<file path="src/rtl/mult_arb_pkg.sv">
// Shared types and default constants for the multiplier arbiter.
package mult_arb_pkg;

    typedef enum logic [2:0] {
        SETTLE,
        IDLE,
        ISSUE,
        WAIT,
        RESP
    } state_e;

    localparam int unsigned NREQ_DEF       = 4;
    localparam int unsigned WIDTH_DEF      = 4;
    localparam int unsigned SETTLE_CYC_DEF = 10;
    localparam int unsigned TIMEOUT_DEF    = 16;

endpackage

</file>
<file path="src/rtl/mult_arbiter_if.sv">
// Client request/response bus plus multiplier handshake for mult_arbiter.
interface mult_arbiter_if
    import mult_arb_pkg::*;
#(
    parameter int unsigned NREQ  = NREQ_DEF,
    parameter int unsigned WIDTH = WIDTH_DEF
);
    logic [NREQ-1:0]       req;
    logic [NREQ*WIDTH-1:0] req_mplier;
    logic [NREQ*WIDTH-1:0] req_mcand;
    logic [NREQ-1:0]       gnt;
    logic [NREQ-1:0]       resp_valid;
    logic [2*WIDTH-1:0]    resp_result;
    logic                  resp_err;
    logic                  mult_st;
    logic [WIDTH-1:0]      mult_mplier;
    logic [WIDTH-1:0]      mult_mcand;
    logic                  mult_done;
    logic [2*WIDTH-1:0]    mult_result;

    // Arbiter side
    modport slave (
        input  req, req_mplier, req_mcand, mult_done, mult_result,
        output gnt, resp_valid, resp_result, resp_err, mult_st, mult_mplier, mult_mcand
    );

    // Clients and multiplier side
    modport master (
        output req, req_mplier, req_mcand, mult_done, mult_result,
        input  gnt, resp_valid, resp_result, resp_err, mult_st, mult_mplier, mult_mcand
    );
endinterface

</file>
<file path="src/rtl/mult_arb_rr_pick.sv">
// Combinational round-robin picker: first request at or after ptr, wrapping upward.
module mult_arb_rr_pick #(
    parameter int unsigned NREQ  = 4,
    parameter int unsigned PTR_W = 2
) (
    input  logic [NREQ-1:0]  req_i,
    input  logic [PTR_W-1:0] ptr_i,
    output logic [NREQ-1:0]  win_oh_c_o,
    output logic [PTR_W-1:0] win_idx_c_o,
    output logic             win_any_c_o
);
    logic [PTR_W-1:0] cand;
    logic             found;

    always_comb begin
        win_oh_c_o  = '0;
        win_idx_c_o = '0;
        found       = 1'b0;
        cand        = '0;
        for (int unsigned k = 0; k < NREQ; k++) begin
            cand = PTR_W'((32'(ptr_i) + k) % NREQ);
            if (!found && req_i[cand]) begin
                found            = 1'b1;
                win_idx_c_o      = cand;
                win_oh_c_o[cand] = 1'b1;
            end
        end
    end

    assign win_any_c_o = |req_i;

endmodule

</file>
<file path="src/rtl/mult_arbiter.sv">
// Round-robin sharing of one st/done multiplier between NREQ clients.
// Optional WAIT timeout with error response: define MULT_ARB_TIMEOUT_EN.
module mult_arbiter
    import mult_arb_pkg::*;
#(
    parameter int unsigned NREQ       = NREQ_DEF,
    parameter int unsigned WIDTH      = WIDTH_DEF,
    parameter int unsigned SETTLE_CYC = SETTLE_CYC_DEF,
    parameter int unsigned TIMEOUT    = TIMEOUT_DEF
) (
    input  logic          clk,
    input  logic          rst_n,
    mult_arbiter_if.slave bus
);
    localparam int unsigned PTR_W = (NREQ > 1) ? $clog2(NREQ) : 1;
    localparam int unsigned SET_W = $clog2(SETTLE_CYC + 1);
    localparam int unsigned PW    = 2 * WIDTH;

    if (NREQ < 2 || NREQ > 8 || SETTLE_CYC < 1 || TIMEOUT < 1) begin : g_param_chk
        $error("mult_arbiter: parameter out of range");
    end

    state_e           state_q, state_d;
    logic [SET_W-1:0] settle_cnt_q, settle_cnt_d;
    logic [PTR_W-1:0] rr_ptr_q, rr_ptr_d;
    logic [PTR_W-1:0] owner_q, owner_d;
    logic [NREQ-1:0]  gnt_q, gnt_d;
    logic [NREQ-1:0]  resp_valid_q, resp_valid_d;
    logic [PW-1:0]    resp_result_q, resp_result_d;
    logic             mult_st_q, mult_st_d;
    logic [WIDTH-1:0] mplier_q, mplier_d;
    logic [WIDTH-1:0] mcand_q, mcand_d;

    logic [NREQ-1:0]  win_oh_c;
    logic [PTR_W-1:0] win_idx_c;
    logic             win_any_c;
    logic [WIDTH-1:0] mplier_arr [NREQ];
    logic [WIDTH-1:0] mcand_arr  [NREQ];

`ifdef MULT_ARB_TIMEOUT_EN
    localparam int unsigned TO_W = $clog2(TIMEOUT + 1);
    logic [TO_W-1:0] wait_cnt_q, wait_cnt_d;
    logic            resp_err_q, resp_err_d;
`endif

    for (genvar g = 0; g < NREQ; g++) begin : g_ops
        assign mplier_arr[g] = bus.req_mplier[g*WIDTH +: WIDTH];
        assign mcand_arr[g]  = bus.req_mcand[g*WIDTH +: WIDTH];
    end

    mult_arb_rr_pick #(
        .NREQ  (NREQ),
        .PTR_W (PTR_W)
    ) u_pick (
        .req_i       (bus.req),
        .ptr_i       (rr_ptr_q),
        .win_oh_c_o  (win_oh_c),
        .win_idx_c_o (win_idx_c),
        .win_any_c_o (win_any_c)
    );

    // Next-state and registered-output logic
    always_comb begin
        state_d       = state_q;
        settle_cnt_d  = settle_cnt_q;
        rr_ptr_d      = rr_ptr_q;
        owner_d       = owner_q;
        gnt_d         = gnt_q;
        resp_valid_d  = '0;
        resp_result_d = resp_result_q;
        mult_st_d     = 1'b0;
        mplier_d      = mplier_q;
        mcand_d       = mcand_q;
`ifdef MULT_ARB_TIMEOUT_EN
        wait_cnt_d    = wait_cnt_q;
        resp_err_d    = 1'b0;
`endif
        unique case (state_q)
            SETTLE: begin
                if (settle_cnt_q == SET_W'(SETTLE_CYC - 1)) begin
                    settle_cnt_d = '0;
                    state_d      = IDLE;
                end else begin
                    settle_cnt_d = settle_cnt_q + SET_W'(1);
                end
            end
            IDLE: begin
                if (win_any_c) begin
                    owner_d   = win_idx_c;
                    gnt_d     = win_oh_c;
                    mplier_d  = mplier_arr[win_idx_c];
                    mcand_d   = mcand_arr[win_idx_c];
                    mult_st_d = 1'b1;
                    state_d   = ISSUE;
                end
            end
            ISSUE: begin
                state_d = WAIT;
`ifdef MULT_ARB_TIMEOUT_EN
                wait_cnt_d = '0;
`endif
            end
            WAIT: begin
                if (bus.mult_done) begin
                    resp_result_d = bus.mult_result;
                    resp_valid_d  = gnt_q;
                    state_d       = RESP;
                end
`ifdef MULT_ARB_TIMEOUT_EN
                else if (wait_cnt_q == TO_W'(TIMEOUT - 1)) begin
                    resp_result_d = '0;
                    resp_valid_d  = gnt_q;
                    resp_err_d    = 1'b1;
                    state_d       = RESP;
                end else begin
                    wait_cnt_d = wait_cnt_q + TO_W'(1);
                end
`endif
            end
            RESP: begin
                gnt_d    = '0;
                rr_ptr_d = (owner_q == PTR_W'(NREQ - 1)) ? '0 : owner_q + PTR_W'(1);
                state_d  = IDLE;
`ifdef MULT_ARB_TIMEOUT_EN
                // A timed-out multiplier may still be running; flush it first
                if (resp_err_q) state_d = SETTLE;
`endif
            end
            default: state_d = SETTLE;
        endcase
    end

    always_ff @(posedge clk or negedge rst_n) begin
        if (!rst_n) begin
            state_q       <= SETTLE;
            settle_cnt_q  <= '0;
            rr_ptr_q      <= '0;
            owner_q       <= '0;
            gnt_q         <= '0;
            resp_valid_q  <= '0;
            resp_result_q <= '0;
            mult_st_q     <= 1'b0;
            mplier_q      <= '0;
            mcand_q       <= '0;
`ifdef MULT_ARB_TIMEOUT_EN
            wait_cnt_q    <= '0;
            resp_err_q    <= 1'b0;
`endif
        end else begin
            state_q       <= state_d;
            settle_cnt_q  <= settle_cnt_d;
            rr_ptr_q      <= rr_ptr_d;
            owner_q       <= owner_d;
            gnt_q         <= gnt_d;
            resp_valid_q  <= resp_valid_d;
            resp_result_q <= resp_result_d;
            mult_st_q     <= mult_st_d;
            mplier_q      <= mplier_d;
            mcand_q       <= mcand_d;
`ifdef MULT_ARB_TIMEOUT_EN
            wait_cnt_q    <= wait_cnt_d;
            resp_err_q    <= resp_err_d;
`endif
        end
    end

    assign bus.gnt         = gnt_q;
    assign bus.resp_valid  = resp_valid_q;
    assign bus.resp_result = resp_result_q;
    assign bus.mult_st     = mult_st_q;
    assign bus.mult_mplier = mplier_q;
    assign bus.mult_mcand  = mcand_q;
`ifdef MULT_ARB_TIMEOUT_EN
    assign bus.resp_err    = resp_err_q;
`else
    assign bus.resp_err    = 1'b0;
`endif

endmodule

</file>
<file path="src/flat_wrapper.sv">
// flat-port wrapper written by rule: the top's interface ports become plain ports
module mult_arbiter_flat import mult_arb_pkg::*;
#(
    parameter int unsigned NREQ       = NREQ_DEF,
    parameter int unsigned WIDTH      = WIDTH_DEF,
    parameter int unsigned SETTLE_CYC = SETTLE_CYC_DEF,
    parameter int unsigned TIMEOUT    = TIMEOUT_DEF
)
  (clk, rst_n, bus_req, bus_req_mplier, bus_req_mcand, bus_mult_done, bus_mult_result, bus_gnt, bus_resp_valid, bus_resp_result, bus_resp_err, bus_mult_st, bus_mult_mplier, bus_mult_mcand);
  mult_arbiter_if #(.NREQ(NREQ), .WIDTH(WIDTH)) bus_i ();
  input  logic clk;
  input  logic rst_n;
  input wire logic [$bits(bus_i.req)-1:0] bus_req;
  input wire logic [$bits(bus_i.req_mplier)-1:0] bus_req_mplier;
  input wire logic [$bits(bus_i.req_mcand)-1:0] bus_req_mcand;
  input wire logic [$bits(bus_i.mult_done)-1:0] bus_mult_done;
  input wire logic [$bits(bus_i.mult_result)-1:0] bus_mult_result;
  output wire logic [$bits(bus_i.gnt)-1:0] bus_gnt;
  output wire logic [$bits(bus_i.resp_valid)-1:0] bus_resp_valid;
  output wire logic [$bits(bus_i.resp_result)-1:0] bus_resp_result;
  output wire logic [$bits(bus_i.resp_err)-1:0] bus_resp_err;
  output wire logic [$bits(bus_i.mult_st)-1:0] bus_mult_st;
  output wire logic [$bits(bus_i.mult_mplier)-1:0] bus_mult_mplier;
  output wire logic [$bits(bus_i.mult_mcand)-1:0] bus_mult_mcand;
  assign bus_i.req = bus_req;
  assign bus_i.req_mplier = bus_req_mplier;
  assign bus_i.req_mcand = bus_req_mcand;
  assign bus_i.mult_done = bus_mult_done;
  assign bus_i.mult_result = bus_mult_result;
  assign bus_gnt = bus_i.gnt;
  assign bus_resp_valid = bus_i.resp_valid;
  assign bus_resp_result = bus_i.resp_result;
  assign bus_resp_err = bus_i.resp_err;
  assign bus_mult_st = bus_i.mult_st;
  assign bus_mult_mplier = bus_i.mult_mplier;
  assign bus_mult_mcand = bus_i.mult_mcand;
  mult_arbiter #(.NREQ(NREQ), .WIDTH(WIDTH), .SETTLE_CYC(SETTLE_CYC), .TIMEOUT(TIMEOUT)) u_core (.clk(clk), .rst_n(rst_n), .bus(bus_i));
endmodule
</file>
<file path="config.mk">
export PLATFORM = sky130hd
export DESIGN_NAME = mult_arbiter_flat
export DESIGN_NICKNAME = d
export VERILOG_FILES = /design/src/rtl/mult_arb_pkg.sv /design/src/rtl/mult_arbiter_if.sv /design/src/rtl/mult_arb_rr_pick.sv /design/src/rtl/mult_arbiter.sv /design/src/flat_wrapper.sv
export SDC_FILE = /design/constraint.sdc
export NUM_CORES = 1
export LEC_CHECK = 0
export ABC_AREA = 0
export ABC_CLOCK_PERIOD_IN_PS = 3970
export CORE_ASPECT_RATIO = 0.8
export CORE_MARGIN = 4
export CORE_UTILIZATION = 45
export CTS_CLUSTER_SIZE = 10
export DETAILED_ROUTE_END_ITERATION = 10
export PLACE_DENSITY = 0.8
export SLEW_MARGIN = 10
export SYNTH_ARGS = -nofsm -noshare
export SYNTH_HDL_FRONTEND = slang
export SYNTH_HIERARCHICAL = 1
export SYNTH_SLANG_ARGS = --single-unit
</file>
<file path="constraint.sdc">
create_clock -name clk -period 3.97 [get_ports clk]
set_clock_uncertainty 0.05 [all_clocks]
set_input_delay 0.5955 -clock clk [delete_from_list [all_inputs] [get_ports clk]]
set_output_delay 0.5955 -clock clk [all_outputs]
set_load 0.005 [all_outputs]
</file>
# After elaboration in Yosys (flattened, before gate mapping)
# Index checks and enable logic that the tools add are counted.
[word_totals]
input_bits = 47
output_inout_bits = 26
reg_bits = 36
[classes]
muxes = 45
n_lt_le_gt_ge = 9
eq_ne = 9
bitwise = 4
add_sub_neg = 5
n_reduce_logical = 17
[ops]
columns = ["operator", "n"]
rows = [
  ["two-way mux 4 bit", 12],
  ["binary-select mux 4 bit (select 2 bit)", 2],
  ["one-hot mux 3 bit (5 select lines)", 1],
  ["two-way mux 1 bit", 13],
  ["< comparator 2 x 3 -> 1 bit, second input constant", 4],
  ["OR 4 bit", 3],
  ["two-way mux 2 bit", 5],
  ["two-way mux 3 bit", 3],
  ["binary-select mux 1 bit (select 2 bit)", 4],
  ["demux 1 bit (select 2 bit)", 4],
  [">= comparator 2 x 1 -> 1 bit, second input constant", 4],
  ["one-hot mux 4 bit (2 select lines)", 1],
  ["logical AND 1 bit", 7],
  ["equality test 3 x 2 -> 1 bit, second input constant", 2],
  ["AND reduction 2 bit", 3],
  ["adder 2 x 1 -> 2 bit, second input constant", 2],
  ["adder 2 bit, second input constant", 2],
  ["adder 4 x 1 -> 4 bit, second input constant", 1],
  ["equality test 4 bit, second input constant", 1],
  ["!= test 2 bit, second input constant", 2],
  ["OR reduction 4 bit", 1],
  ["equality test 3 x 1 -> 1 bit, second input constant", 1],
  ["equality test 3 bit, second input constant", 1],
  [">= comparator 3 bit, second input constant", 1],
  ["7 further kinds", 9],
]

# Depth between registers and ports, before layout
[depth]
word_depth = 16
mapped_depth = 10

# Cells and area by module
# Netlist, hierarchy kept.
[by_module_without_submodules]
columns = ["module", "area_per_inst_um2", "cells_each", "instances"]
rows = [
  ["mult_arbiter", 1695.4, 114, 1],
  ["mult_arb_rr_pick", 411.6, 49, 1],
]

# Least setup slack after synthesis
# Ideal clock, no wire load.
[synth_path]
kind = "reg2reg"
startpoint = "register u_core.rr_ptr_q[0]"
endpoint = "register u_core.mcand_q[3] (netlist: u_core/bus.mult_mcand[3])"
t_arrival_ns = 2.974
required_time_ns = 3.795
setup_slack_ns = 0.821
period_less_slack_ns = 3.149
setup_time_ns = 0.125
stages_incl_launch_ff = 11
path_cell_list = "dfrtp_1 buf_2 inv_1 ha_1 mux4_2 nor2b_1 o21ai_0 o31ai_1 buf_2 mux4_2 mux2_4"
[synth_between]
elab_chain_cells = 16
elab_cells_between_ends = 28
classes_between = "3 x add/sub; 18 x mux; 1 x bitwise; 6 x reduce/logical"
[synth_lines]
columns = ["element", "line_no", "source"]
rows = [
  ["start: declaration", "mult_arbiter.sv:25", "logic [PTR_W-1:0] rr_ptr_q, rr_ptr_d;"],
  ["start signal: assignment", "mult_arbiter.sv:152", "rr_ptr_q <= rr_ptr_d;"],
  ["branches (longest 11 deep; another with adder 2 x 1 -> 2 bit)", "n/a", ""],
  ["two-way mux 2 bit (*)", "mult_arb_rr_pick.sv:22", "if (!found && req_i[cand]) begin"],
  ["net u_core.win_idx_c[0]", "mult_arbiter.sv:35", "logic [PTR_W-1:0] win_idx_c;"],
  ["NOT 2 -> 3 bit (implied by the code) (*)", "mult_arbiter.sv:92", "mcand_d = mcand_arr[win_idx_c];"],
  ["binary-select mux 4 bit (select 2 bit) (*)", "mult_arbiter.sv:92", ""],
  ["two-way mux 4 bit (implied by the code) (*) (2 in a row)", "mult_arbiter.sv:92", ""],
  ["end signal: assignment", "mult_arbiter.sv:159", "mcand_q <= mcand_d;"],
  ["end: declaration", "mult_arbiter.sv:32", "logic [WIDTH-1:0] mcand_q, mcand_d;"],
]
# Mark *: on every way through the listed nets, which the timed path passes. The select of a mux whose other input is x is not followed.
# A chain may end at the register's enable or synchronous reset.

# Final worst setup path
[layout_path]
startpoint = "input port bus_req[2]"
endpoint = "register u_core.mplier_q[2] (netlist: u_core/bus.mult_mplier[2])"
[layout_between]
elab_chain_cells = 16
elab_cells_between_ends = 27
classes_between = "18 x mux; 1 x bitwise; 8 x reduce/logical"
[layout_lines]
columns = ["element", "line_no", "source"]
rows = [
  ["start: declaration", "flat_wrapper.sv:13", "input wire logic [$bits(bus_i.req)-1:0] bus_req;"],
  ["binary-select mux 1 bit (select 2 bit)", "mult_arb_rr_pick.sv:22", ""],
  ["two-way mux 1 bit (implied by the code)", "mult_arb_rr_pick.sv:22", ""],
  ["two-way mux 1 bit", "mult_arb_rr_pick.sv:22", ""],
  ["zero test 1 bit", "mult_arb_rr_pick.sv:22", ""],
  ["logical AND 1 bit", "mult_arb_rr_pick.sv:22", ""],
  ["two-way mux 1 bit", "mult_arb_rr_pick.sv:22", ""],
  ["zero test 1 bit", "mult_arb_rr_pick.sv:22", ""],
  ["logical AND 1 bit", "mult_arb_rr_pick.sv:22", ""],
  ["two-way mux 1 bit", "mult_arb_rr_pick.sv:22", ""],
  ["zero test 1 bit", "mult_arb_rr_pick.sv:22", ""],
  ["logical AND 1 bit", "mult_arb_rr_pick.sv:22", ""],
  ["two-way mux 2 bit (*)", "mult_arb_rr_pick.sv:22", ""],
  ["net u_core.win_idx_c[0]", "mult_arbiter.sv:35", ""],
  ["NOT 2 -> 3 bit (implied by the code) (*)", "mult_arbiter.sv:91", "mplier_d = mplier_arr[win_idx_c];"],
  ["binary-select mux 4 bit (select 2 bit) (*)", "mult_arbiter.sv:91", ""],
  ["two-way mux 4 bit (implied by the code) (*) (2 in a row)", "mult_arbiter.sv:91", ""],
  ["end signal: assignment", "mult_arbiter.sv:158", "mplier_q <= mplier_d;"],
  ["end: declaration", "mult_arbiter.sv:31", "logic [WIDTH-1:0] mplier_q, mplier_d;"],
]
# The timed path passes the listed nets; every way through them passes the cells marked *. The select of a mux whose other input is x is not followed.

==> results.sh <==
export IMPL_period_minus_slack_ns=3.187
export IMPL_synth_compound_area_frac=0.08670
export IMPL_rsz0062_at_grt="false"
export IMPL_avgRoutedWirePerCell_um=15.33
export IMPL_cp_cell_sequence="clkdlybuf4s50_1, mux4_2, nor2b_1, o21ai_0, o31ai_2, buf_4, mux4_2, mux2_4"
export IMPL_synth_seq_cells=36
export IMPL_core_area_um2=4362
export IMPL_power_density_nw_per_um2=788.0
export IMPL_crit_buf_inv=2
export IMPL_peakVddDrop_uv=488.1
export IMPL_drv_slew=0
export IMPL_syn_inst=163
export IMPL_synth_top_area_frac=0.4276
export IMPL_synthAdderAreaFrac=0.03563
export IMPL_p_sw_frac=0.3402
export IMPL_grt_pass1_vias=1516
export IMPL_ctsResizeCount=0
export IMPL_antenna_left=0
export IMPL_p_int_mw=1.526
export IMPL_finalNonFillerCells=290
export IMPL_synthMuxAreaShare=0.2767
export IMPL_path_class="in -> reg"
export IMPL_postLayoutCoreUtil=0.6727
export IMPL_cp_top_family="multiplexers"
export IMPL_n_antenna_cell=0
export IMPL_synth_warnings=6
export IMPL_dpl_worst_slack_ns=0.4742
export IMPL_slew_headroom=0.4282
export IMPL_crit_arrival_ns=3.31
export IMPL_drc=0
export IMPL_cts_buffers=5
export IMPL_stdcell_area_um2=2934
export IMPL_pwr_share_seq=0.281
export IMPL_first_iter_violations=85
export IMPL_initial_utilization=0.4831
export IMPL_clk_path_buf_depth=2
export IMPL_synth_area_leaders="dfrtp_1, mux4_2, mux2_4"
export IMPL_synth_area_um2=2107
export IMPL_clock_sinks=36
export IMPL_synth_simple_gate_area_frac=0.1158
export IMPL_whs_ns=0.3235
export IMPL_reg2reg_depth=9
export IMPL_hold_viol_final=0
export IMPL_total_power_mw=2.312
export IMPL_status="finished clean"
export IMPL_nets=285
export IMPL_design_die_area_um2=5848
export IMPL_path_max_fanout=9
export IMPL_grt_pass1_wl_um=7424
export IMPL_ys_async_sr_fraction=1.000
export IMPL_dpl_cell_area_um2=2826
export IMPL_area_delta_synth_final_pct=39.25
export IMPL_placed_cells=282
export IMPL_power_frac_comb=0.586
export IMPL_portBuffers=71
export IMPL_overflow=0
export IMPL_layout_common_cells="clkdlybuf4s50_1, dfrtp_1, mux4_2, nor2_1"
export IMPL_switching_power_uw=786.5
export IMPL_worst_pin_slew_ns=0.8577
export IMPL_synth_xor_area_frac=0.008314
export IMPL_worst_setup_path_end_kind="flop"
export IMPL_antenna_found_initial=0
export IMPL_clock_fmax_ghz=0.3137
export IMPL_finalSetupViolCount=0
export IMPL_gp_congestion=0.7718
export IMPL_post_cts_buffers=0
export IMPL_cts_tree="yes"
export IMPL_yosysTopAreaCell="dfrtp_1"
export IMPL_final_common_cell="clkdlybuf4s50_1"
export IMPL_ys_flop_type="dfrtp_1"
export IMPL_htreeDepth=2
export IMPL_die_h_um=69.20
export IMPL_clk_pin_slew_ns=0.07
export IMPL_synth_distinct_cells=40
export IMPL_dp_hpwl_um=3454
export IMPL_leakage_nw=1.218
export IMPL_synth_seq_area_share=0.4276
export IMPL_drive_above_1_share=0.1974
export IMPL_grt_max_degree=37
export IMPL_syn_avg_cell_area_um2=12.93
export IMPL_routed_wl_um=4447
export IMPL_grt_usage=0.1592
export IMPL_die_w_um=84.51
export IMPL_rows=21
export IMPL_io_pins=73
export IMPL_fin_crit_sh=0.8029
export IMPL_tns_ns=0
export IMPL_cp_common_cell="mux4_2"
export IMPL_cp_depth=8
export IMPL_synth_nets=216
export IMPL_crit_path_top_delay_cell="mux4_2"
export IMPL_vias=1537
export IMPL_cts_hold_buf=0
export IMPL_clkPwrFrac=0.133
export IMPL_cts_root_buffer="clkbuf_8"
export IMPL_cp_required_ns=4.09
export IMPL_synth_top_family_by_area="multiplexers"
export IMPL_holdCritPathClass="in -> async"
export IMPL_synth_edf_count=0
export IMPL_worst_slack_ns=0.7825
export IMPL_clk_latency_ns=0.28
export IMPL_first_pass_iters=4
export IMPL_slowest_delay_ns=0.63
export IMPL_start_kind="primary input"
export IMPL_vias_per_cell=5.300
export IMPL_max_cap_violations=0
-- layer usage --
| metal | routed length [um] | vias up | GRT usage |
|---|---|---|---|
| met3 | 273 | 2 | 0.04394 |
| met1 | 1976 | 738 | 0.2075 |
| li1 | - | 742 | - |
| met4 | 48 | 0 | 0.05800 |
| met5 | 0 | - | 0 |
| met2 | 2149 | 55 | 0.2537 |
-- cell type report --
class,instances,area [um2]
fillers,341,1428
clock buffers,6,72.57
clock inverters,2,35.03
multi-input cells,111,1111
repair buffers,74,728.2
well taps,57,71.32
inverters,4,15.01
flip-flops and latches,36,900.9
-- cells by family after synthesis --
| group | count (synthesis) |
|---|---|
| simple gates | 38 |
| flops | 36 |
| fa+ha+maj | 6 |
| compound gates | 27 |
| buf+inv | 16 |
| other cells | 1 |
| mux | 37 |
| xor+xnor | 2 |
-- worst reg2reg max path, delay by kind of cell, from the launching register on --
family | cells | cell delay (ns)
AO/OA/AOI/OAI | 2 | 0.23
adder cells (fa/ha/maj) | 1 | 0.38
buffers and inverters | 2 | 0.33
flip-flops | 1 | 0.35
multiplexers | 3 | 1.23
AND/OR/NAND/NOR | 1 | 0.32
-- sequential cells by signal, summed over array words and instances (netlist names) --
name / cells
u_core/bus.resp_valid: 4
u_core/bus.mult_mplier: 4
u_core/rr_ptr_q: 2
u_core/bus.mult_mcand: 4
u_core/bus.gnt: 4
u_core/settle_cnt_q: 4
u_core/bus.mult_st: 1
u_core/bus.resp_result: 8
u_core/state_q: 3
u_core/owner_q: 2
-- worst paths after layout --
kind                                                          from                                    end  slack (ns)
worst max register to register      u_core/rr_ptr_q[1]$_DFFE_PN0N_  u_core/bus.mult_mplier[2]$_DFFE_PN0P_        0.97
worst min-delay path                                         rst_n   u_core/bus.mult_mcand[3]$_DFFE_PN0P_        0.32
worst max-delay path                                    bus_req[2]  u_core/bus.mult_mplier[2]$_DFFE_PN0P_        0.78
min in group clk                u_core/settle_cnt_q[0]$_DFFE_PN0N_     u_core/settle_cnt_q[0]$_DFFE_PN0N_        0.45
worst min register to register  u_core/settle_cnt_q[0]$_DFFE_PN0N_     u_core/settle_cnt_q[0]$_DFFE_PN0N_        0.45
max in group asynchronous                                    rst_n          u_core/state_q[1]$_DFFE_PN0P_        3.07
-- power groups by stage --
stage / clock, mW / combinational (mW) / sequential, mW
2_1_floorplan: 0 / 0.970 / 0.642
3_3_place_gp: 0 / 1.34 / 0.648
3_5_place_dp: 0 / 1.36 / 0.656
4_1_cts: 0.318 / 1.37 / 0.651
5_1_grt: 0.339 / 1.46 / 0.678
6_report: 0.307 / 1.36 / 0.650
-- synthesized netlist by cell type, types with 2 or more instances --
library cell	count
a22o_1	2
nand2_1	4
mux2_2	10
mux4_2	12
clkbuf_1	2
dfrtp_1	36
mux2i_1	5
nor2_1	11
o21ai_0	7
o21ai_1	3
ha_1	6
a22oi_1	9
buf_2	5
mux2_4	10
nand2b_1	4
and2_1	4
inv_1	4
buf_6	4
nor2b_1	4
No activity file was read; power rests on OpenSTA's default activity.
